$ cat config.mk
export PLATFORM = sky130hd
export DESIGN_NAME = rram_host_sequencer
export DESIGN_NICKNAME = d
export VERILOG_FILES = /design/src/rtl/rram_host_pkg.sv /design/src/rtl/rram_wait_timer.sv /design/src/rtl/rram_host_sequencer.sv
export SDC_FILE = /design/constraint.sdc
export NUM_CORES = 1
export LEC_CHECK = 0
export ABC_AREA = 1
export BUFFER_PORTS_ARGS = -buffer_cell sky130_fd_sc_hd__buf_2
export CELL_PAD_IN_SITES_DETAIL_PLACEMENT = 1
export CELL_PAD_IN_SITES_GLOBAL_PLACEMENT = 1
export CORE_UTILIZATION = 36
export DETAILED_ROUTE_END_ITERATION = 16
export GPL_TIMING_DRIVEN = 0
export PLACE_DENSITY = 0.74
export SYNTH_ARGS = -nofsm -noshare
export SYNTH_HDL_FRONTEND = slang
export SYNTH_HIERARCHICAL = 1
export SYNTH_SLANG_ARGS = --single-unit
$ cat constraint.sdc
create_clock -name clk -period 3.34 [get_ports clk]
set_input_delay 0.668 -clock clk [delete_from_list [all_inputs] [get_ports clk]]
set_output_delay 0.668 -clock clk [all_outputs]
set_load 0.01 [all_outputs]
$ cat src/rtl/rram_host_pkg.sv
// Shared encodings for the RRAM host sequencer: op codes, controller opcodes
// for each operation's two command phases, and the sequencer state enum.
package rram_host_pkg;

    localparam logic [1:0] OP_WRITE   = 2'b00;
    localparam logic [1:0] OP_READ    = 2'b01;
    localparam logic [1:0] OP_FORMING = 2'b10;
    localparam logic [1:0] OP_RSVD    = 2'b11;

    localparam logic [3:0] WRITE_CMD1 = 4'b0100;
    localparam logic [3:0] WRITE_CMD2 = 4'b0010;
    localparam logic [3:0] READ_CMD1  = 4'b0000;
    localparam logic [3:0] READ_CMD2  = 4'b0011;
    localparam logic [3:0] FORM_CMD1  = 4'b0110;
    localparam logic [3:0] FORM_CMD2  = 4'b0111;

    typedef enum logic [3:0] {
        ST_IDLE,
        ST_CMD1,
        ST_ADDR,
        ST_ADDR_RDY,
        ST_GAP,
        ST_CMD2,
        ST_WAIT_BUSY,
        ST_WAIT_READY,
        ST_DONE,
        ST_ERR
    } state_t;

    function automatic logic [3:0] cmd1_of(input logic [1:0] op_code);
        logic [3:0] cmd;
        case (op_code)
            OP_READ:    cmd = READ_CMD1;
            OP_FORMING: cmd = FORM_CMD1;
            default:    cmd = WRITE_CMD1;
        endcase
        return cmd;
    endfunction

    function automatic logic [3:0] cmd2_of(input logic [1:0] op_code);
        logic [3:0] cmd;
        case (op_code)
            OP_READ:    cmd = READ_CMD2;
            OP_FORMING: cmd = FORM_CMD2;
            default:    cmd = WRITE_CMD2;
        endcase
        return cmd;
    endfunction

endpackage

$ cat src/rtl/rram_wait_timer.sv
// Loadable saturating down-counter; expire marks the last cycle of a window
// of load_value cycles that begins the cycle after start.
module rram_wait_timer #(
    parameter int WIDTH = 11
) (
    input  logic             clk,
    input  logic             rst_n,
    input  logic             start,
    input  logic             clear,
    input  logic [WIDTH-1:0] load_value,
    output logic             expire
);

    logic [WIDTH-1:0] count;

    always_ff @(posedge clk or negedge rst_n) begin
        if (!rst_n) begin
            count <= '0;
        end else if (clear) begin
            count <= '0;
        end else if (start) begin
            count <= load_value;
        end else if (count != '0) begin
            count <= count - 1'b1;
        end
    end

    assign expire = (count == WIDTH'(1));

endmodule

$ cat src/rtl/rram_host_sequencer.sv
// Host-side initiator: issues CMD1, address beats and CMD2 to the RRAM
// controller, then follows RB to completion and reports done or err.
module rram_host_sequencer
    import rram_host_pkg::*;
#(
    parameter int ADDR_BEATS    = 2,
    parameter int GAP_CYCLES    = 3,
    parameter int BUSY_TIMEOUT  = 16,
    parameter int READY_TIMEOUT = 1024
) (
    input  logic                    clk,
    input  logic                    rst_n,
    input  logic                    req,
    input  logic [1:0]              op,
    input  logic [8*ADDR_BEATS-1:0] addr,
    output logic                    busy,
    output logic                    done,
    output logic                    err,
    output logic                    CE,
    output logic                    CLE,
    output logic                    ALE,
    output logic [3:0]              command,
    output logic [7:0]              io_addr,
    output logic                    command_ready,
    output logic                    address_ready,
    input  logic                    RB,
    output logic [3:0]              dbg_state
);

    localparam int AW    = 8 * ADDR_BEATS;
    localparam int TMAX0 = (BUSY_TIMEOUT > READY_TIMEOUT) ? BUSY_TIMEOUT : READY_TIMEOUT;
    localparam int TMAX  = (GAP_CYCLES > TMAX0) ? GAP_CYCLES : TMAX0;
    localparam int TW    = $clog2(TMAX) + 1;
    localparam int BW    = (ADDR_BEATS > 1) ? $clog2(ADDR_BEATS) : 1;

    state_t          state, state_next;
    logic [1:0]      op_q;
    logic [AW-1:0]   addr_q;
    logic [BW-1:0]   beat_cnt;
    logic            timer_start, timer_clear, timer_expire;
    logic [TW-1:0]   timer_load;

    always_ff @(posedge clk or negedge rst_n) begin
        if (!rst_n) begin
            state    <= ST_IDLE;
            op_q     <= OP_WRITE;
            addr_q   <= '0;
            beat_cnt <= '0;
            command  <= '0;
        end else begin
            state <= state_next;
            if (state == ST_IDLE && req) begin
                op_q   <= op;
                addr_q <= addr;
            end
            // Address shifts down one byte per beat so io_addr is always the low byte.
            if (state == ST_ADDR) begin
                beat_cnt <= beat_cnt + 1'b1;
                addr_q   <= addr_q >> 8;
            end else begin
                beat_cnt <= '0;
            end
            if (state == ST_IDLE && state_next == ST_CMD1) begin
                command <= cmd1_of(op);
            end else if (state != ST_CMD2 && state_next == ST_CMD2) begin
                command <= cmd2_of(op_q);
            end
        end
    end

    always_comb begin
        state_next = state;
        case (state)
            ST_IDLE:       if (req) state_next = (op == OP_RSVD) ? ST_ERR : ST_CMD1;
            ST_CMD1:       state_next = ST_ADDR;
            ST_ADDR:       if (beat_cnt == BW'(ADDR_BEATS - 1)) state_next = ST_ADDR_RDY;
            ST_ADDR_RDY:   state_next = (GAP_CYCLES == 0) ? ST_CMD2 : ST_GAP;
            ST_GAP:        if (timer_expire) state_next = ST_CMD2;
            ST_CMD2:       state_next = ST_WAIT_BUSY;
            ST_WAIT_BUSY: begin
                if (!RB) state_next = ST_WAIT_READY;
                else if (timer_expire) state_next = ST_ERR;
            end
            ST_WAIT_READY: begin
                if (RB) state_next = ST_DONE;
                else if (timer_expire) state_next = ST_ERR;
            end
            ST_DONE:       state_next = ST_IDLE;
            ST_ERR:        state_next = ST_IDLE;
            default:       state_next = ST_IDLE;
        endcase
    end

    // The timer is reloaded on entry to each timed state and cleared on return to idle.
    always_comb begin
        timer_start = 1'b0;
        timer_load  = '0;
        timer_clear = (state_next == ST_IDLE);
        if (state_next != state) begin
            case (state_next)
                ST_GAP: begin
                    timer_start = 1'b1;
                    timer_load  = TW'(GAP_CYCLES);
                end
                ST_WAIT_BUSY: begin
                    timer_start = 1'b1;
                    timer_load  = TW'(BUSY_TIMEOUT);
                end
                ST_WAIT_READY: begin
                    timer_start = 1'b1;
                    timer_load  = TW'(READY_TIMEOUT);
                end
                default: ;
            endcase
        end
    end

    rram_wait_timer #(.WIDTH(TW)) u_timer (
        .clk        (clk),
        .rst_n      (rst_n),
        .start      (timer_start),
        .clear      (timer_clear),
        .load_value (timer_load),
        .expire     (timer_expire)
    );

    always_comb begin
        busy          = (state != ST_IDLE);
        done          = (state == ST_DONE);
        err           = (state == ST_ERR);
        CE            = 1'b1;
        CLE           = 1'b0;
        ALE           = 1'b0;
        command_ready = 1'b0;
        address_ready = 1'b0;
        io_addr       = 8'h00;
        case (state)
            ST_CMD1, ST_CMD2: begin
                CE            = 1'b0;
                CLE           = 1'b1;
                command_ready = 1'b1;
                address_ready = (state == ST_CMD2);
            end
            ST_ADDR: begin
                CE      = 1'b0;
                ALE     = 1'b1;
                io_addr = addr_q[7:0];
            end
            ST_ADDR_RDY, ST_GAP, ST_WAIT_BUSY, ST_WAIT_READY: begin
                CE            = 1'b0;
                address_ready = 1'b1;
            end
            default: ;
        endcase
    end

    assign dbg_state = state;

endmodule

[Word level (Yosys, flattened, before mapping)]
Index checks and enable logic that the tools add are counted.
Storage, ports and cells
  bits in registers: 38
  input port bits: 22
  output and inout port bits: 24
  logic and storage cells: 71
Cells by class
  add/sub/neg operators: 2
  eq/ne operators: 22
  muxes and demuxes: 27
  reduce and logical (&&, ||, !) cells: 14
Operator list (count)
  2-to-1 mux 11 bit: 4
  2-to-1 mux 4 bit: 9
  one-hot mux 11 bit (3 select lines): 1
  equality test 4 x 3 -> 1 bit, second input constant: 8
  2-to-1 mux 16 bit: 2
  one-hot mux 4 bit (8 select lines): 1
  one-hot mux 3 bit (2 select lines): 2
  equality test 11 x 1 -> 1 bit, second input constant: 1
  nonzero test 11 bit: 1
  subtractor 11 x 1 -> 11 bit, second input constant: 1
  equality test 4 x 1 -> 1 bit, second input constant: 2
  equality test 4 x 2 -> 1 bit, second input constant: 2
  equality test 4 bit, second input constant: 2
  logical NOT 4 bit: 2
  2-to-1 mux 8 bit: 1
  OR reduction 7 bit: 1
  equality test 2 bit, second input constant: 3
  2-to-1 mux 1 bit: 6
  equality test 2 x 1 -> 1 bit, second input constant: 2
  inequality test 4 x 3 -> 1 bit, second input constant: 1
  inequality test 4 bit: 1
  nonzero test 2 bit: 2
  nonzero test 4 bit: 1
  OR reduction 4 bit: 1
  6 further kinds: 8

[Longest topological paths before layout]
Gate-level depths: netlist of the first run.
  depth after elaboration: 10
  mapped depth: 22
  mapped depth without buffers: 22

[Cells and area by module]
The synthesis of the first run kept the hierarchy.
Modules (own cells, without submodules)
  rram_host_sequencer: times used 1, cells each 191, area an instance 1503.9 µm², seq. area each 650.6 µm²
  rram_wait_timer: times used 1, cells each 108, area an instance 757.0 µm², seq. area each 275.3 µm²

[Worst setup path before layout of the first run]
OpenSTA, ideal clock, no wires.
  kind: reg-to-reg
  start: reg u_timer.count[4]
  end: reg u_timer.count[10]
  setup time: 0.124 ns
  data arrival time: 2.402 ns
  required time: 3.216 ns
  path slack: 0.814 ns
  cell stages (with the launch flop): 19
  buffers on the path: 1
  period minus slack after synthesis: 2.526 ns
  path through: dfrtp_1 -> nor2_1 -> nand2_2 -> nor3_1 -> inv_1 -> nand2_1 -> nor2_1 -> nand2_1 -> nand2_1 -> nor2_2 -> nand2_1 -> nand3b_1 -> nor2_1 -> nor2_1 -> inv_1 -> clkbuf_8 -> or2_2 -> nand3_1 -> a21oi_1
On the way
  longest elaborated chain between the ends: 10
RTL lines
  start: declaration: RTL line rram_wait_timer.sv:14  | logic [WIDTH-1:0] count;
  start signal: assignment: RTL line rram_wait_timer.sv:22  | count <= load_value;
  start signal: assignment: RTL line rram_wait_timer.sv:24  | count <= count - 1'b1;
  equality test 11 x 1 -> 1 bit (*): RTL line rram_wait_timer.sv:28  | assign expire = (count == WIDTH'(1));
  via timer_expire: RTL line rram_host_sequencer.sv:40  | logic timer_start, timer_clear, timer_expire;
  2-to-1 mux 4 bit: RTL line rram_host_sequencer.sv:82, rram_host_sequencer.sv:86
  2-to-1 mux 4 bit (on tied branches): RTL line rram_host_sequencer.sv:85, rram_host_sequencer.sv:81
  one-hot mux 4 bit (8 select lines) (*): RTL line rram_host_sequencer.sv:73  | case (state)
  equality test 4 x 3 -> 1 bit: RTL line rram_host_sequencer.sv:100  | case (state_next)
  OR reduction 3 bit (no source line)
  2-to-1 mux 1 bit: RTL line rram_host_sequencer.sv:100
  2-to-1 mux 1 bit (*): RTL line rram_host_sequencer.sv:99  | if (state_next != state) begin
  via timer_start: RTL line rram_host_sequencer.sv:40
  2-to-1 mux 11 bit: RTL line rram_wait_timer.sv:21  | end else if (start) begin
  2-to-1 mux 11 bit: RTL line rram_wait_timer.sv:19  | end else if (clear) begin
The timed path passes the listed nets; every way through them passes the cells marked *. The select of a mux whose other input is x is not followed.
A chain may end at the register's enable or synchronous reset.

[Final worst setup path of the first run]
  start: reg u_timer.count[4]
  end: reg u_timer.count[6]
The elaborated chain is that of the path after synthesis.

==> out/qor.csv, run 1 <==
stage,metric,value,unit
min_path,HP Class,reg -> reg,
clocking,hold buffers post-CTS,0,
floorplanning,Initial Utilization,0.377,
floorplanning,FP Rows,28,
floorplanning,I/O pins,46,
grt,largest net degree at the start of global routing,38,
placed_design,pre-CTS WS,0.197,ns
floorplanning,Die Y-Extent,81.3,microns
synthesis,fraction of registers with async set/reset,1.00,
setup_path,crit-path max cell delay,0.41,ns
grt,first-pass GRT wire length,9.63,mm
drt,vias after detailed routing,2081,
drt,wire per inst,13.2,microns
finish,Syn-to-layout area delta,18.9,%
sta,skew final,0.00428,ns
setup_path,Critical Path AT,3.10,ns
grt,vias in the first global route,2046,
setup_path,Worst EP required,3.52,ns
drt,via/cell ratio,4.81,
drt,antenna-violating nets left,0,
synthesis,Synth Instances,299,
setup_path,slowest CP cell,dfrtp_1,
synthesis,leading area contributor after synthesis,dfrtp_1,
drt,1st-iter DRT viols,57,
floorplanning,die footprint,6600,sq um
synthesis,"count leader, synth",nand2_1,
placed_design,PortBufs,44,
floorplanning,core area,5990,sq um
finish,cell area after layout,2690,sq um
setup_path,crit path buf inv count,4,
setup_path,top cell family by delay on the critical path,simple AND/OR/NAND/NOR gates,
finish,share of layout cells above drive strength 1,0.274,
placed_design,DP Area,2600,sq um
sta,setup TNS,0,ns
sta,Least-Margin Pin Slew,0.856,ns
grt,Total GRT Usage,0.191,
power_and_ir_drop,Leakage,0.00149,uW
sta,final setup fails,0,
setup_path,Setup crit end kind,flip-flop,
synthesis,"Seq/Total Area, Yosys",0.410,
clocking,# H-tree levels,2,
synthesis,Post-synth EDFFs,0,
synthesis,Yosys reg bits,37,
drt,met3 WL post-DR,160,microns
setup_path,"Max FO, Critical Path",10,
grt,grt ovf,0,
synthesis,Synth Cell Area,2260,sq um
synthesis,"Avg Cell Area, Syn",7.56,sq um
sta,unrepaired setup endpoints after global routing,false,
sta,fin crit period,2.92,ns
setup_path,CP Cell Sequence,"nor2_1, nand2_2, nor3_2, inv_1, nand2_1, nor2_1, nand2_1, nand2_1, nor2_2, nand2_1, nand3b_1, nor2_1, nor2_1, inv_1, clkbuf_8, buf_2, o211ai_1, nor2_1",
synthesis,Yosys warnings,6,
clocking,CTS tree,built,
synthesis,Netlist cell types,34,
drt,met2 wire length,2.72,mm
placed_design,RePlAce Congestion,0.795,
sta,Max Clock Freq,342,MHz
setup_path,critical path class,reg -> reg,
power_and_ir_drop,PwrDens,1010,nW/um^2
clocking,clk_lat worst skew,0.28,ns
clocking,clock sinks,37,
drt,wl on met1,2.80,mm
drt,DRC Markers,0,
floorplanning,DIE WIDTH,81.3,microns
finish,fillcell total,793,
synthesis,ranking of synthesized cells by area,"dfrtp_1 41%, nand2_1 11%, nor2_1 8.5%",
power_and_ir_drop,maximum vdd drop,0.400,mV
outcome,status,"finished, final reports clean",
sta,WHS,0.450,ns
finish,ANT cells,0,
synthesis,ys flop type,dfrtp_1,
clocking,CTS Buffer Depth,2,
clocking,root buffer cell,clkbuf_8,
drt,Routed WL,5.70,mm
job,Max-cap violations,0,
sta,Slew Limit Headroom,0.429,
placed_design,Detail Placement HPWL,4.43,mm
sta,setup ws final,0.416,ns
grt,initial antenna violation count,0,
drt,Top Layer Used,met4,
finish,Post-layout nets,382,
setup_path,Critical Path Source Type,flip-flop,
sta,Max Transition Viols Final,0,
synthesis,top cell type's share of synthesized area,0.410,
drt,1st-pass router iterations,4,
clocking,# resized after CTS,0,
sta,final hold vios,0,
synthesis,most frequent cells after synthesis,"64 x nand2_1, 51 x nor2_1, 38 x inv_1, 37 x dfrtp_1, 14 x o21ai_0",
clocking,Post-CTS Setup Inserts,0,
clocking,cts bufs inserted,5,
setup_path,CP dominant cell by count,nor2_1,
clocking,clk slew on worst S/H paths,0.08,ns
sta,ratio of final minimum period to clock period,0.875,
[power by group]
| part | internal, uW | switching [uW] | total (uW) |
|---|---|---|---|
| combinational | 619 | 1030 | 1650 |
| sequential | 649 | 125 | 774 |
| clock | 145 | 161 | 306 |
[metrics by stage]
step,util,total power [uW],cells
6_report,0.449,2730,433
5_1_grt,0.449,3010,433
4_1_cts,0.448,2770,433
3_5_place_dp,0.434,2450,425
3_3_place_gp,0.434,2390,425
2_1_floorplan,-,2000,306
[logic make-up after synthesis]
family                     count (synthesis)  share of synthesized area
xor gates and xnor gates                   2                    0.00775
and+or+nand+nor                          161                      0.338
adders and majority gates                  3                     0.0166
DFF                                       37                      0.410
buffers and inverters                     54                      0.104
other                                      1                    0.00166
AOI/OAI and AO/OA                         41                      0.123
[registers in the layout, indices dropped and copies added, names as in the netlist]
signal         cells
u_timer/count     11
dbg_state          4
op_q               2
addr_q            16
beat_cnt           1
command            3
[per-layer routing]
metal | global-route usage | vias up
met2 | 0.327 | 31
li1 | - | 1051
met3 | 0.0315 | 5
met5 | 0 | -
met1 | 0.256 | 994
met4 | 0.0268 | 0
[worst paths after layout]
kind | from | end | slack (ns) | cells after the start
min in group asynchronous | rst_n | addr_q[8] | 0.49 | 1
setup reg to reg | u_timer/count[4] | u_timer/count[6] | 0.42 | 18
max in group asynchronous | rst_n | command[2] | 2.32 | 1
setup / recovery | u_timer/count[4] | u_timer/count[6] | 0.42 | 18
hold reg to reg | beat_cnt | beat_cnt | 0.45 | 1
hold / removal | beat_cnt | beat_cnt | 0.45 | 1
[layout make-up]
type                    instances  area (sq um)  area share
multi-input cells             215          1130       0.421
flip-flops and latches         37           926       0.344
repair buffers                 44           220      0.0819
inverters                      46           175      0.0651
well taps                      75          93.8      0.0349
clock buffers                   6          72.6      0.0270
plain buffers                   8          60.1      0.0223
clock inverters                 2          10.0     0.00372
[placed cells by master (no fill, tap or decap), types with 4 or more instances in the layout]
| cell type | Yosys | routed |
|---|---|---|
| nor2_1 | 51 | 51 |
| nand3_2 | 5 | 5 |
| conb_1 | 1 | 8 |
| nand2_1 | 64 | 64 |
| nand2_4 | 5 | 5 |
| inv_2 | 7 | 7 |
| nor2_2 | 6 | 6 |
| inv_1 | 38 | 38 |
| o22ai_1 | 5 | 5 |
| a21oi_1 | 9 | 9 |
| buf_2 | 4 | 48 |
| a221oi_2 | 4 | 4 |
| nand3_1 | 13 | 13 |
| nand2_2 | 5 | 5 |
| clkbuf_8 | 1 | 6 |
| dfrtp_1 | 37 | 37 |
| o21ai_0 | 14 | 14 |
Note: power is estimated with default switching activity, not from simulation.
==> run 2: changes to the inputs <==
--- a/config.mk
+++ b/config.mk
@@ -13,6 +13,7 @@
 export DETAILED_ROUTE_END_ITERATION = 16
 export GPL_TIMING_DRIVEN = 0
 export PLACE_DENSITY = 0.74
+export RECOVER_POWER = 100
 export SYNTH_ARGS = -nofsm -noshare
 export SYNTH_HDL_FRONTEND = slang
 export SYNTH_HIERARCHICAL = 1
==> out/qor.csv, run 2 (same netlist as run 1, synthesis figures left out) <==
stage,metric,value,unit,change
clocking,clock sinks,37,,unchanged
outcome,status,"finished, violations left",,
setup_path,Critical Path Source Type,flip-flop,,
sta,Max Transition Viols Final,38,,+38
drt,antenna-violating nets left,0,,unchanged
sta,Slew Limit Headroom,-0.370,,-0.800
power_and_ir_drop,Leakage,0.00136,uW,-8.7%
floorplanning,Initial Utilization,0.377,,unchanged
floorplanning,die footprint,6600,sq um,unchanged
placed_design,Detail Placement HPWL,4.43,mm,unchanged
floorplanning,DIE WIDTH,81.3,microns,unchanged
min_path,WHS Endpoint,beat_cnt,,
sta,Max Clock Freq,327,MHz,-4.4%
setup_path,Worst R2R Start,u_timer/count[4],,
sta,setup TNS,0,ns,unchanged
min_path,HP Class,reg -> reg,,
clocking,# H-tree levels,2,,unchanged
placed_design,pre-CTS WS,0.197,ns,unchanged
sta,unrepaired setup endpoints after global routing,false,,
floorplanning,FP Rows,28,,unchanged
placed_design,RePlAce Congestion,0.795,,unchanged
sta,fin crit period,3.06,ns,+0.136 ns
finish,Post-layout nets,382,,unchanged
sta,final setup fails,0,,unchanged
setup_path,Worst EP required,2.67,ns,-0.85 ns
sta,final hold vios,0,,unchanged
floorplanning,Die Y-Extent,81.3,microns,unchanged
outcome,violated checks,"max-capacitance violations, max-slew violations",,
setup_path,Setup crit end kind,output port,,
grt,initial antenna violation count,0,,unchanged
setup_path,Worst R2R End,u_timer/count[9],,
power_and_ir_drop,Pint,1340,uW,-5.3%
clocking,root buffer cell,clkbuf_8,,
finish,Largest Register,addr_q,,
drt,1st-pass router iterations,4,,unchanged
drt,1st-iter DRT viols,58,,+1.8%
grt,Total GRT Usage,0.191,,unchanged
min_path,hold_sp,beat_cnt,,
floorplanning,core area,5990,sq um,unchanged
finish,Syn-to-layout area delta,14.4,%,
sta,skew final,0.00254,ns,-0.00174 ns
grt,grt ovf,0,,unchanged
placed_design,PortBufs,44,,unchanged
drt,Routed WL,5.71,mm,+0.12%
floorplanning,I/O pins,46,,unchanged
clocking,cts bufs inserted,5,,unchanged
job,Max-cap violations,1,,+1
finish,number of flip-flops in the largest register,16,,unchanged
setup_path,Critical Path AT,2.39,ns,-0.71 ns
finish,highest-count cells in the layout ignoring fill and taps,"68 x nand2_1, 52 x nor2_1, 39 x inv_1, 37 x dfrtp_1, 28 x clkbuf_1",,
clocking,CTS Buffer Depth,2,,unchanged
sta,ratio of final minimum period to clock period,0.916,,+0.0407
min_path,worst hold stages,1,,unchanged
grt,vias in the first global route,2046,,unchanged
power_and_ir_drop,NetSw,1270,uW,-3.1%
power_and_ir_drop,sequential power share,0.297,,+0.013
power_and_ir_drop,maximum vdd drop,0.349,mV,-13%
finish,ANT cells,0,,unchanged
drt,DRC Markers,0,,unchanged
drt,vias after detailed routing,2086,,+0.24%
finish,"commonest non-fill, non-tap cell in the layout",nand2_1,,
sta,setup ws final,0.280,ns,-0.136 ns
grt,first-pass GRT wire length,9.63,mm,unchanged
drt,via/cell ratio,4.82,,+0.24%
setup_path,R2R setup slack,0.38,ns,-0.04 ns
sta,Least-Margin Pin Slew,2.06,ns,+1.20 ns
clocking,clk_lat worst skew,0.28,ns,about the same
grt,largest net degree at the start of global routing,38,,unchanged
setup_path,critical path class,reg -> out,,
power_and_ir_drop,clock share of power,0.118,,+0.006
clocking,clk slew on worst S/H paths,0.08,ns,about the same
drt,wire per inst,13.2,microns,+0.12%
clocking,CTS tree,built,,
power_and_ir_drop,PwrDens,1010,nW/um^2,-0.41%
power_and_ir_drop,Comb pwr share,0.585,,-0.019
finish,share of layout cells above drive strength 1,0.162,,-0.112
setup_path,"Max FO, Critical Path",10,,unchanged
setup_path,Reg2Reg Depth,21,,+3
clocking,Post-CTS Setup Inserts,0,,unchanged
power_and_ir_drop,Switching Fraction,0.488,,+0.00575
run 2: cell count changes in the layout (fill, tap and decap cells not counted), sizes merged:
| cell | change |
|---|---|
| buf | -27 |
| clkinvlp | +1 |
| inv | -2 |
| clkinv | +1 |
| clkbuf | +27 |
run 2: final cells by class:
type / instances / area, sq um
multi-input cells: 215 / 1070
clock buffers: 6 / 72.6
clock inverters: 2 / 10.0
plain buffers: 8 / 50.0
flip-flops and latches: 37 / 926
fillers: 813 / 3400
repair buffers: 44 / 190
inverters: 46 / 174
well taps: 75 / 93.8
run 2: per-layer routing:
metal | vias up | global-route usage | part of all wire
li1 | 1050 | - | -
met1 | 995 | 0.256 | 0.49
met2 | 36 | 0.327 | 0.48
met3 | 5 | 0.0315 | 0.029
met4 | 0 | 0.0268 | 0.0049
met5 | - | 0 | 0
run 2: how the worst max path moves through the flow:
stage                          start                 to  slack [ns]  cells past startpoint
floorplan           u_timer/count[4]  u_timer/count[10]        0.81                     18
global placement    u_timer/count[4]   u_timer/count[7]        0.21                     18
detailed placement  u_timer/count[4]   u_timer/count[6]        0.20                     18
CTS                 u_timer/count[4]   u_timer/count[6]        0.18                     18
global route        u_timer/count[8]   u_timer/count[9]        0.03                     21
finish                  dbg_state[3]         io_addr[2]        0.28                      7
run 2: stage by stage:
stage / instances / total power (uW) / instance area, sq um / util / hold slack [ns]
final: 433 / 2610 / 2590 / 0.432 / 0.450
after global routing: 433 / 2890 / 2590 / 0.432 / 0.473
after global placement: 425 / 2390 / 2600 / 0.434 / 0.437
after CTS: 433 / 2770 / 2680 / 0.448 / 0.456
after floorplan: 306 / 2000 / 2290 / - / 0.372
after detailed placement: 425 / 2450 / 2600 / 0.434 / 0.445
run 2: repair_timing:
| action | in CTS | in global routing |
|---|---|---|
| setup endpoints to repair | 0 | 8 |
| hold buffers | 0 | 0 |
| resized for setup | 0 | 1 |
run 2: critical path, stage by stage (launching register included):
cell and delay (ns):
dfrtp_1 0.46, inv_1 0.25, nand2_1 0.23, nor2_8 0.23, clkinvlp_2 0.27, clkbuf_1 0.31, nor2_1 0.17, clkbuf_1 0.18
run 2: power groups by stage:
stage | registers (uW) | logic (uW) | clock network, uW
6_report | 775 | 1530 | 308
5_1_grt | 800 | 1760 | 335
4_1_cts | 775 | 1670 | 321
3_5_place_dp | 784 | 1660 | 0
3_3_place_gp | 775 | 1620 | 0
2_1_floorplan | 768 | 1230 | 0
